## src/rtl/fetch_unit.sv

```systemverilog
// Instruction-fetch stage: sequential single-word reads, 1-entry skid, redirect flush.
// Optional FETCH_ALIGN_CHECK_EN adds alignment/range faulting of the fetch PC.
module fetch_unit #(
   parameter int unsigned          ADDR_W     = 32,
   parameter int unsigned          DATA_W     = 32,
   parameter logic [ADDR_W-1:0]    START_ADDR = 32'h8002_0000,
   parameter int unsigned          DEPTH      = 1048576
) (
   input  logic              clock,
   input  logic              reset,
   input  logic              run,
   input  logic              redirect_valid,
   input  logic [ADDR_W-1:0] redirect_pc,
   input  logic              out_ready,
   output logic              insn_valid,
   output logic [DATA_W-1:0] insn,
   output logic [ADDR_W-1:0] insn_pc,
   output logic              fetch_fault,
   output logic [ADDR_W-1:0] mem_address,
   output logic [DATA_W-1:0] mem_data_in,
   output logic [1:0]        mem_access_size,
   output logic              mem_rw,
   output logic              mem_enable,
   input  logic              mem_busy,
   input  logic [DATA_W-1:0] mem_data_out
);

   logic [ADDR_W-1:0] pc_r;
   logic [ADDR_W-1:0] req_pc_r;
   logic              pending_r;
   logic              skid_valid_r;
   logic [DATA_W-1:0] skid_insn_r;
   logic [ADDR_W-1:0] skid_pc_r;
   logic              insn_valid_r;
   logic [DATA_W-1:0] insn_r;
   logic [ADDR_W-1:0] insn_pc_r;
   logic              fetch_fault_r;

   logic              pc_bad_s;
   logic [ADDR_W-1:0] redirect_target_s;
   logic              can_go_s;
   logic              stall_s;
   logic              issue_s;
   logic              fault_s;
   logic              resp_s;
   logic              consume_s;

`ifdef FETCH_ALIGN_CHECK_EN
   localparam logic [ADDR_W:0] WIN_LO = {1'b0, START_ADDR};
   localparam logic [ADDR_W:0] WIN_HI = {1'b0, START_ADDR} + (ADDR_W+1)'(DEPTH);

   // Classify the current PC as misaligned or outside the memory window
   always_comb begin
      pc_bad_s          = (pc_r[1:0] != 2'b00) ||
                          ({1'b0, pc_r} < WIN_LO) ||
                          ({1'b0, pc_r} >= WIN_HI);
      redirect_target_s = redirect_pc;
   end
`else
   logic unused_redirect_lsb_s;
   assign unused_redirect_lsb_s = &{1'b0, redirect_pc[1:0]};

   // Without checking, targets are word-aligned by dropping the low bits
   always_comb begin
      pc_bad_s          = 1'b0;
      redirect_target_s = {redirect_pc[ADDR_W-1:2], 2'b00};
   end
`endif

   // Issue, fault, response and handshake qualifiers for the current cycle
   always_comb begin
      stall_s   = insn_valid_r && !out_ready;
      can_go_s  = run && !reset && !redirect_valid && !mem_busy &&
                  !skid_valid_r && !fetch_fault_r;
      issue_s   = can_go_s && !stall_s && !pc_bad_s;
      // A fault is only raised once older instructions have fully drained
      fault_s   = can_go_s && !insn_valid_r && !pending_r && pc_bad_s;
      resp_s    = pending_r && !mem_busy;
      consume_s = insn_valid_r && out_ready;
   end

   // PC, request tracking, output register and skid buffer
   always_ff @(posedge clock) begin
      if (reset) begin
         pc_r          <= START_ADDR;
         req_pc_r      <= START_ADDR;
         pending_r     <= 1'b0;
         skid_valid_r  <= 1'b0;
         skid_insn_r   <= {DATA_W{1'b0}};
         skid_pc_r     <= {ADDR_W{1'b0}};
         insn_valid_r  <= 1'b0;
         insn_r        <= {DATA_W{1'b0}};
         insn_pc_r     <= {ADDR_W{1'b0}};
         fetch_fault_r <= 1'b0;
      end else if (redirect_valid) begin
         pc_r          <= redirect_target_s;
         pending_r     <= 1'b0;
         skid_valid_r  <= 1'b0;
         insn_valid_r  <= 1'b0;
         fetch_fault_r <= 1'b0;
      end else begin
         if (issue_s) begin
            pending_r <= 1'b1;
            req_pc_r  <= pc_r;
            pc_r      <= pc_r + ADDR_W'(32'd4);
         end else if (resp_s) begin
            pending_r <= 1'b0;
         end

         if (fault_s) begin
            fetch_fault_r <= 1'b1;
            insn_pc_r     <= pc_r;
         end

         // Skid content is always older than a response arriving now
         if (!insn_valid_r || consume_s) begin
            if (skid_valid_r) begin
               insn_r       <= skid_insn_r;
               insn_pc_r    <= skid_pc_r;
               insn_valid_r <= 1'b1;
               skid_valid_r <= resp_s;
               if (resp_s) begin
                  skid_insn_r <= mem_data_out;
                  skid_pc_r   <= req_pc_r;
               end
            end else if (resp_s) begin
               insn_r       <= mem_data_out;
               insn_pc_r    <= req_pc_r;
               insn_valid_r <= 1'b1;
            end else begin
               insn_valid_r <= 1'b0;
            end
         end else if (resp_s) begin
            skid_insn_r  <= mem_data_out;
            skid_pc_r    <= req_pc_r;
            skid_valid_r <= 1'b1;
         end
      end
   end

   assign insn_valid      = insn_valid_r;
   assign insn            = insn_r;
   assign insn_pc         = insn_pc_r;
   assign fetch_fault     = fetch_fault_r;
   assign mem_enable      = issue_s;
   assign mem_address     = pc_r;
   assign mem_data_in     = {DATA_W{1'b0}};
   assign mem_access_size = 2'b00;
   assign mem_rw          = 1'b1;

endmodule

```

## config.mk

```make
export PLATFORM = sky130hd
export DESIGN_NAME = fetch_unit
export DESIGN_NICKNAME = d
export VERILOG_FILES = /design/src/rtl/fetch_unit.sv
export SDC_FILE = /design/constraint.sdc
export NUM_CORES = 1
export LEC_CHECK = 0
export CAP_MARGIN = 20
export CORE_MARGIN = 4
export CORE_UTILIZATION = 35
export CTS_CLUSTER_SIZE = 20
export DETAILED_ROUTE_END_ITERATION = 7
export PLACE_DENSITY = 0.62
export SYNTH_ARGS = -nofsm -noshare
export SYNTH_HDL_FRONTEND = slang
export SYNTH_SLANG_ARGS = --single-unit
```

## constraint.sdc

```tcl
create_clock -name clock -period 3.1 [get_ports clock]
set_input_delay 0.775 -clock clock [delete_from_list [all_inputs] [get_ports clock]]
set_output_delay 0.775 -clock clock [all_outputs]
set_load 0.02 [all_outputs]
```

==> summary.md <==
| Metric | Value |
|---|---|
| Outcome | `completed` |
| Pin count of the biggest net entering global routing | `92` |
| Layout cells sized above 1 | `6.64%` |
| Final #Nets | `1158` |
| Chip height | `159 µm` |
| Post-CTS Repair Setup Buffers | `0` |
| Residual DRC | `0` |
| Fin. max-slew vios | `0` |
| Vias in the first global route | `6176` |
| Worst EP required | `2320 ps` |
| Routed len/inst | `14.5 µm` |
| Inst Count DP | `1353` |
| Reg clk slew, reported paths | `60 ps` |
| Post-DP HPWL | `13.6 mm` |
| Via density | `4.84` |
| Final period utilization | `98.8%` |
| Area of the core | `22600 µm²` |
| Slew headroom | `35.1%` |
| Buffers added on ports | `161` |
| Ys flop type | `dfxtp_1` |
| Max_cap viols | `0` |
| N_diodes | `0` |
| Cells after Synth | `956` |
| Placed inst area | `9730 µm²` |
| Row count | `55` |
| Post-Layout Cell Count | `1385` |
| First-pass detailed-route iteration total | `6` |
| Final instance area | `10400 µm²` |
| Unique cell type count in the Yosys netlist | `54` |
| Crit end category | `output pin` |
| Synth-to-Final Area Change | `30.1%` |
| Post-layout min period | `3060 ps` |
| Syn Area/Cell | `8.36 µm²` |
| Fin util | `46.1%` |
| Post-synth EDFFs | `0` |
| Clk_lat worst skew | `420 ps` |
| Initial core utilization | `35.4%` |
| First-pass GRT wire length | `32.8 mm` |
| Worst EP arrival | `2290 ps` |
| Clock buffer depth | `2` |
| Power density over cell area | `512 nW/µm²` |
| IO Pins | `204` |
| Setup crit start kind | `input port` |
| Setup CP Type | `input port to output pin` |
| Die ar. | `25300 µm²` |
| Crit Path Max Fanout | `2` |
| # clock sinks | `187` |
| Hold Crit Class | `register to register` |
| Synth async-reset ratio | `0%` |
| Fmax | `327 MHz` |
| Final setup viols | `0` |
| CTS tree | `yes` |
| Maximum vdd drop | `0.367 mV` |
| Initial antenna violation count | `0` |
| Routed vias | `6706` |
| Remaining global-route overflow | `0` |
| Sequential share of the synthesized area | `46.8%` |
| GRT Total Usage | `15.4%` |
| RSZ-0062 raised after global routing | `false` |
| Worst Clk Skew | `11.4 ps` |
| DRT iter0 DRCs | `383` |
| Die W | `159 µm` |
| Routed Antenna Nets | `0` |
| Post-Syn Area | `7990 µm²` |
| GPL Wtd Cong | `0.789` |
| Fillers | `2235` |
| Yosys Warn Count | `0` |
| H-tree depth | `4` |
| Yosys reg bits | `187` |
| Routed WL | `20.1 mm` |
| Hold Vio Cnt, Final | `0` |
| Total Power | `5.32 mW` |
| Slew @ Worst Pin | `974 ps` |
| Inserted Clock Buffers | `17` |
| Leak Pwr | `3.28 nW` |
| CTS root buffer | `clkbuf_16` |
-- stage by stage --
| step | TNS [ps] | setup WS (ps) | hold WS [ps] |
|---|---|---|---|
| 2_1_floorplan | 0 | 23.6 | 436 |
| 3_3_place_gp | -6200 | -557 | 441 |
| 3_5_place_dp | -7120 | -565 | 446 |
| 4_1_cts | 0 | 3.99 | 455 |
| 5_1_grt | 0 | 5.56 | 472 |
| 6_report | 0 | 38.5 | 454 |
-- cells in the mapped netlist (2+ instances only) --
cell type	number	area (µm²)
nor2b_1	2	12.5
nor2_1	79	297
o211ai_1	4	30.0
nand2b_1	3	18.8
buf_1	12	45.0
mux2i_1	64	641
nor3_1	8	40.0
nand3_1	16	80.1
xor2_1	3	26.3
nand4_1	11	68.8
o21ai_0	7	35.0
clkbuf_1	51	191
xnor2_1	3	26.3
nor4b_1	2	17.5
dfxtp_1	187	3740
nor4_2	2	25.0
buf_6	2	22.5
nor4_1	5	31.3
or3_1	4	25.0
buf_4	41	308
a21oi_1	107	536
mux2_2	6	67.6
o31a_1	2	17.5
buf_2	4	20.0
conb_1	2	7.51
a31oi_1	8	50.1
a21boi_0	2	15.0
o22ai_1	5	31.3
nand2_1	210	788
o311ai_0	3	26.3
a22oi_1	5	37.5
or4_1	2	15.0
and2_1	6	37.5
inv_1	6	22.5
a211oi_1	63	473
-- power breakdown --
part | internal, mW | switching (mW)
logic | 0.194 | 0.234
clock network | 1.47 | 0.930
registers | 2.44 | 0.0523
total | 4.11 | 1.22
-- metal layers --
metal / track usage [%] / share of wire (%) / routed length [µm]
met5: 0 / 0 / 0
met4: 4.26 / 0.92 / 184
met3: 3.52 / 5.1 / 1030
met2: 22.9 / 43 / 8660
met1: 22.5 / 51 / 10200
-- critical path: stages --
cell and delay (ps):
clkdlybuf4s50_1 460, or4b_4 450, or3_4 440, clkinv_8 60, buf_6 100
-- cells by family after synthesis --
| group | Yosys count | share of synthesized area (%) |
|---|---|---|
| AOI/OAI and AO/OA | 215 | 16.6 |
| other | 2 | 0.0939 |
| adders and majority gates | 1 | 0.156 |
| muxes | 70 | 8.86 |
| DFF | 187 | 46.8 |
| xor gates and xnor gates | 6 | 0.657 |
| and+or+nand+nor | 357 | 18.9 |
| buffers and inverters | 118 | 7.87 |
-- timing repair --
item	in CTS	in global routing
hold buffers	0	0
setup endpoints to repair	1	1
pin swaps	0	2
resized for setup	5	4
-- state kept, by name (all words and copies together), names as in the netlist --
name / flops
skid_insn_r: 32
skid_valid_r: 1
insn: 32
insn_valid: 1
pending_r: 1
skid_pc_r: 30
req_pc_r: 30
insn_pc: 30
mem_address: 30
-- cell usage in the layout, fill, tap and decap left out, drive strengths merged, types with 6 or more instances in the layout --
cell,instances
conb,40
nand4,11
nand2,211
inv,7
a211oi,63
clkbuf,23
nand3,16
mux2i,64
nor4,7
a31oi,8
dfxtp,187
nor2,79
mux2,6
clkinv,6
and2,6
clkdlybuf4s50,158
nor3,8
a21oi,107
buf,25
o21ai,7
-- worst paths after layout --
kind	start	end	slack [ps]	depth (start not counted)
min reg2reg	skid_pc_r[19]	skid_pc_r[19]	450	2
max	run	mem_enable	40	5
min	skid_pc_r[19]	skid_pc_r[19]	450	2
max reg2reg	mem_address[2]	mem_address[27]	790	5
-- layout make-up --
type                    instances  area [µm²]  area share, %
multi-input cells             689        3780           36.4
flip-flops and latches        187        3750           36.0
repair buffers                184        1810           17.4
clock buffers                  23         499           4.80
well taps                     285         357           3.43
clock inverters                 9         156           1.50
inverters                       8        42.5          0.409
(Power assumes the default switching activity.)
